$ cat src/rtl/inst_cache.sv
// Direct-mapped, read-only instruction cache (16 lines x 4 words) with a blocking miss refill.
// One-cycle hit latency. icache_busy stays high from a miss until the refilled line is looked up again.
module inst_cache (
  input  logic        clk,
  input  logic        resetn,
  input  logic        valid,
  input  logic [31:0] addr,
  output logic        icache_busy,
  output logic [31:0] inst_rdata,
  output logic        rd_req,
  output logic [31:0] rd_addr,
  input  logic        rd_rdy,
  input  logic        ret_valid,
  input  logic        ret_last,
  input  logic [31:0] ret_data
);

  typedef enum logic [1:0] {IDLE, LOOKUP, MISS, REFILL} state_e;

  state_e      state_q, state_d;
  logic [31:0] addr_q, addr_d;
  logic [1:0]  cnt_q, cnt_d;
  logic [15:0] vbit_q, vbit_d;
  logic [23:0] tag_q  [16];
  logic [31:0] data_q [16][4];

  logic [23:0] tag_r;
  logic [3:0]  index_r;
  logic [1:0]  offset_r;
  logic        hit;
  logic        refill_wr;
  logic        fill_done;
  logic        unused_addr_lsb;

  assign tag_r    = addr_q[31:8];
  assign index_r  = addr_q[7:4];
  assign offset_r = addr_q[3:2];
  assign hit       = vbit_q[index_r] && (tag_q[index_r] == tag_r);
  assign refill_wr = (state_q == REFILL) && ret_valid;
  assign fill_done = refill_wr && ret_last;
  assign rd_addr   = {tag_r, index_r, 4'b0000};
  // Fetch PCs are word aligned; the byte offset carries no information.
  assign unused_addr_lsb = ^{addr_q[1:0], addr[1:0]};

  always_comb begin
    state_d     = state_q;
    addr_d      = addr_q;
    cnt_d       = cnt_q;
    vbit_d      = vbit_q;
    icache_busy = 1'b0;
    inst_rdata  = 32'h0;
    rd_req      = 1'b0;
    unique case (state_q)
      IDLE: begin
        if (valid) begin
          addr_d  = addr;
          state_d = LOOKUP;
        end
      end
      LOOKUP: begin
        if (hit) begin
          inst_rdata = data_q[index_r][offset_r];
          if (valid) begin
            addr_d = addr;
          end else begin
            state_d = IDLE;
          end
        end else begin
          icache_busy = 1'b1;
          state_d     = MISS;
        end
      end
      MISS: begin
        icache_busy = 1'b1;
        rd_req      = 1'b1;
        if (rd_rdy) begin
          cnt_d   = 2'd0;
          state_d = REFILL;
        end
      end
      REFILL: begin
        icache_busy = 1'b1;
        if (refill_wr) begin
          cnt_d = cnt_q + 2'd1;
        end
        // A short burst ends here too; words never written keep their old contents.
        if (fill_done) begin
          vbit_d[index_r] = 1'b1;
          state_d         = LOOKUP;
        end
      end
      default: state_d = IDLE;
    endcase
  end

  always_ff @(posedge clk or negedge resetn) begin
    if (!resetn) begin
      state_q <= IDLE;
      addr_q  <= 32'h0;
      cnt_q   <= 2'd0;
      vbit_q  <= 16'h0;
    end else begin
      state_q <= state_d;
      addr_q  <= addr_d;
      cnt_q   <= cnt_d;
      vbit_q  <= vbit_d;
    end
  end

  // Storage arrays carry no reset; the valid bits alone qualify their contents.
  always_ff @(posedge clk) begin
    if (refill_wr) begin
      data_q[index_r][cnt_q] <= ret_data;
    end
    if (fill_done) begin
      tag_q[index_r] <= tag_r;
    end
  end

endmodule

$ cat config.mk
export PLATFORM = sky130hd
export DESIGN_NAME = inst_cache
export DESIGN_NICKNAME = d
export VERILOG_FILES = /design/src/rtl/inst_cache.sv
export SDC_FILE = /design/constraint.sdc
export NUM_CORES = 2
export LEC_CHECK = 0
export BUFFER_PORTS_ARGS = -buffer_cell sky130_fd_sc_hd__buf_2
export CORE_UTILIZATION = 60
export CTS_CLUSTER_SIZE = 14
export DETAILED_ROUTE_END_ITERATION = 8
export PLACE_DENSITY = 0.78
export RECOVER_POWER = 50
export SYNTH_ARGS = -nofsm -noshare
export SYNTH_HDL_FRONTEND = slang
export SYNTH_SLANG_ARGS = --single-unit
$ cat constraint.sdc
create_clock -name clk -period 6.1 [get_ports clk]
set_input_delay 1.83 -clock clk [delete_from_list [all_inputs] [get_ports clk]]
set_output_delay 1.83 -clock clk [all_outputs]
set_load 0.01 [all_outputs]
# After elaboration in Yosys (flattened, before gate mapping)
# Memory sizes are Yosys's and may differ from the RTL's.
# Index checks and enable logic that the tools add are counted.
# totals
reg_bits	52
ram_bits	2432
in_bits	70
output_inout_bits	66
wordCells	68
mem_count	2
# mem_list
name	words	width	rd	rd_clocked_by_memory_dff	write_ports	line_no	text
data_q	16	128	1	0	1	25	logic [31:0] data_q [16][4];
tag_q	16	24	1	0	1	24	logic [23:0] tag_q [16];
# classes
addsub	1
magnitude_cmp	5
n_eq_ne	10
mux	30
bitwise_logic	3
n_reduce_logical	13
# op_table
op	n
$mux 32	7
$mux 128	1
$bmux 32 s2	1
$demux 32 s2	1
$pmux 32 s2	1
$eq 24x24->1	1
$or 16x16->16	1
$mux 2	7
$ne 2x2->1 const B	5
$pmux 2 s4	1
$mux 1	7
$ge 3x3->1 const B	2
$not 2->3	2
$logic_and 1x1->1	5
$lt 4x5->1 const B	1
$bmux 1 s4	1
$demux 1 s4	1
$eq 2x2->1 const B	2
$ge 4x1->1 const B	1
$pmux 2 s2	1
$reduce_and 2->1	2
$reduce_and 4->1	1
$reduce_bool 2->1	2
$lt 3x1->1 const B	1
7 further kinds	7

# Longest topological paths before layout
# logic_depth
ltp_word	6
depth_mapped	15
mapped_depth_nobuf	9

# Worst setup path before layout
# No wires, ideal clock.
# synth_path
kind	register to output
start	reg addr_q[4]
end	out inst_rdata[10]
arrival_time_ns	3.304
required_ns	4.270
slack_ns	0.966
stages_incl_launch_ff	11
cell_sequence	dfrtp_1 -> buf_6 -> buf_6 -> buf_6 -> buf_6 -> buf_2 -> buf_1 -> mux4_2 -> mux4_2 -> mux4_2 -> nor2b_1
# synth_via
elab_chain_len	6
# synth_rtl
item	line_no	text
from (decl)	21	logic [31:0] addr_q, addr_d;
from (signal assigned)	104	addr_q <= addr_d;
$mem_v2 16x128	--	
$bmux 32 s2	62	inst_rdata = data_q[index_r][offset_r];
$mux 32 (implied by the code) (2 in series)	62	
$mux 32 (*)	61	if (hit) begin
$mux 32 (*)	53	unique case (state_q)
to (decl)	9	output logic [31:0] inst_rdata,
# Every way passes the cells marked *; elsewhere a longest branch is shown, timed or not. The select of a mux whose other input is x is not followed.

# Worst setup path after layout
# layout_path
start	reg addr_q[4]
end	out inst_rdata[0]
# Same word-level chain as after synthesis.

==> flow_summary.json <==
{
  "synth_ff_type": "edfxtp_1",
  "fin_crit_sh_pct": 103,
  "layout.area.seq_um2": 74300,
  "firstDrtPassIters": 8,
  "path_class": "flop to primary output",
  "vdd_drop_max_mv": 0.426,
  "status": "finished with violations",
  "cts_hold_buf": 0,
  "switching_share_pct": 30.4,
  "gr-usage-met2_pct": 55.8,
  "clk_pin_slew_ns": 0.06,
  "grt_max_degree": 81,
  "final_cell_mix": "edfxtp_1 (2432), mux4_2 (713), clkbuf_16 (240)",
  "tritoncts": "yes",
  "cts_buffers": 229,
  "power.switching_mw": 15.1,
  "syn_avg_cell_area_um2": 23.8,
  "fillers": 8870,
  "whs_endpoint": "vbit_q[5]",
  "hold_class": "flop to flop",
  "worstPathArrival_ns": 4.43,
  "whs_path_depth": 1,
  "drc": 0,
  "dieArea_um2": 162000,
  "r2r_slack_ns": 1.62,
  "vias": 48547,
  "skew_ns": 0.107,
  "max_freq_ghz": 0.160,
  "top_usage_layer": "met2",
  "clk_latency_ns": 0.90,
  "intPower_mw": 34.5,
  "vias_per_cell": 7.31,
  "start_util_pct": 60.5,
  "timing.setup.tns_ns": -3.39,
  "dp_hpwl_um": 130000,
  "r2r_cells": 15,
  "fin_crit_ns": 6.26,
  "place_congestion": 0.852,
  "cts-root-buf": "clkbuf_16",
  "wirelength_um": 281000,
  "combPwrFrac_pct": 30.5,
  "synthDistinctLibCells": 59,
  "detail_route.iter0.violations": 8820,
  "fp.dieH_um": 402,
  "grtUsageTotal_pct": 34.8,
  "tightest_slew_ns": 3.25,
  "clkPwrFrac_pct": 29.0,
  "fin_nets": 4443,
  "antenna_found_initial": 24,
  "hold_ws_ns": 0.477,
  "numPortBuffers": 129,
  "r2r_start": "addr_q[4]",
  "relSlewSlack_pct": -117,
  "drive_gt1_share_pct": 33.7,
  "ys_async_sr_fraction_pct": 2.01,
  "syn_area_um2": 96000,
  "area_growth_pct": 13.5,
  "multi_input_area_um2": 21200,
  "clockBufferDepth": 3,
  "grtUsageMet3_pct": 9.98,
  "grt_util_met1_pct": 44.4,
  "leakagePower_nw": 34.5,
  "report.final.slew_viol_count": 2155,
  "hold_violations": 0,
  "grt_pass1_wl_um": 384000,
  "cp-start-kind": "flop",
  "die_w_um": 402,
  "gr-total-overflow": 0,
  "finalSetupViolations": 32,
  "ios": 136,
  "synth_cells": 4025,
  "p_per_area_nw_per_um2": 455,
  "h-tree-depth": 4,
  "hp-start": "vbit_q[5]",
  "grt_pass1_vias": 49220,
  "synth_warnings": 0,
  "ys_seq_elements": 2482,
  "cp_data_required_time_ns": 4.27,
  "ant_nets": 0,
  "rsz0062_at_grt": "yes",
  "cp_max_fo": 14,
  "utilization_pct": 68.7,
  "endpoint_kind": "primary output",
  "final_common_cell": "edfxtp_1",
  "ys_seq_area_share_pct": 77.4,
  "dp_cells": 6149,
  "cts_sinks": 2482,
  "wl_per_cell_um": 42.3,
  "fin_ws_ns": -0.165,
  "row_count": 146,
  "stdcell_count": 6639,
  "pwr-share-seq_pct": 40.5,
  "drv_cap": 35,
  "failed_checks": "max-capacitance violations, max-slew violations, negative setup slack",
  "r2r_end": "addr_q[13]",
  "core_um2": 159000,
  "synth-edff-count": 2432
}
kinds of logic after synthesis:
group | share of synthesized area [%]
flops | 77.4
mux | 18.8
buf+inv | 1.36
simple gates | 1.22
compound gates | 0.970
xor+xnor | 0.164
fa+ha+maj | 0.117
other cells | 0.00391
cells in the mapped netlist (all sizes together), types with 4 or more instances:
master	number	area share, %
a221oi	5	0.046
xnor2	12	0.11
mux2	71	0.95
o21ai	19	0.099
buf	134	0.89
a22oi	39	0.31
a31oi	4	0.026
nor4	4	0.026
or3	9	0.059
nand2	52	0.20
clkbuf	106	0.42
o32ai	4	0.036
nand4	4	0.026
nand3	8	0.042
mux4	713	17
ha	9	0.12
edfxtp	2432	76
nor2b	41	0.27
a22o	6	0.055
and2	5	0.033
a21oi	4	0.021
nor2	90	0.35
a21o	4	0.031
mux2i	105	1.1
dfrtp	50	1.3
o22ai	19	0.12
or2	17	0.11
xor2	6	0.055
inv	15	0.059
nand2b	7	0.046
per-stage QoR:
step	setup slack, ns	total power, mW	area, µm²
5_1_grt	-0.134	50.6	109000
4_1_cts	-0.0604	48.7	108000
2_1_floorplan	0.966	29.5	96000
6_report	-0.165	49.6	109000
3_5_place_dp	0.139	33.6	100000
3_3_place_gp	0.131	33.4	100000
power groups by stage:
stage	logic (mW)	registers, mW	clock network [mW]
6_report	15.1	20.1	14.4
5_1_grt	15.5	20.1	15.0
4_1_cts	14.4	20.0	14.3
3_5_place_dp	13.2	20.4	0
3_3_place_gp	13.1	20.4	0
2_1_floorplan	9.40	20.1	0
worst max-delay path by stage:
stage,startpoint,endpoint,slack [ns],depth (start not counted)
global placement,addr_q[4],inst_rdata[16],0.13,11
CTS,addr_q[4],inst_rdata[25],-0.06,12
global route,addr_q[4],inst_rdata[0],-0.13,14
detailed placement,addr_q[7],inst_rdata[16],0.14,12
finish,addr_q[4],inst_rdata[0],-0.16,14
floorplan,addr_q[4],inst_rdata[10],0.97,10
layer usage:
metal | share of wire, % | vias to the layer above | wire length [µm]
met5 | 0.10 | - | 287
met4 | 5.3 | 34 | 14800
met3 | 14 | 912 | 39300
met2 | 49 | 4579 | 137000
met1 | 32 | 25158 | 89700
li1 | - | 17864 | -
state kept, by name, summed over array words and instances, names as in the netlist:
register,cells
tag_q,384
cnt_q,2
vbit_q,16
state_q,2
addr_q,30
data_q,2048
layout make-up:
type,count,share of cell area (%)
Sequential cell,2482,68.2
Timing Repair Buffer,345,3.17
Multi-Input combinational cell,1291,19.4
Clock buffer,291,5.57
Antenna cell,13,0.0299
Tap cell,2072,2.38
Clock inverter,130,1.21
Inverter,15,0.0517
timing repair:
item	in CTS	in global routing
gates cloned	14	12
buffers inserted	14	16
setup endpoints to repair	32	32
resized for setup	53	54
pin swaps	8	12
critical path, cell delays in order (launching register included):
cell and delay [ns]:
dfrtp_4 0.53, buf_12 0.17, bufbuf_16 0.35, mux2i_1 0.26, a22oi_1 0.12, nand4_1 0.22
nand4_1 0.31, a22oi_2 0.31, o2111ai_2 0.21, nand4bb_4 0.35, buf_12 0.24, buf_4 0.15
nor2b_4 0.11, buf_6 0.12, buf_4 0.13
Note: power is estimated with default switching activity, not from simulation.
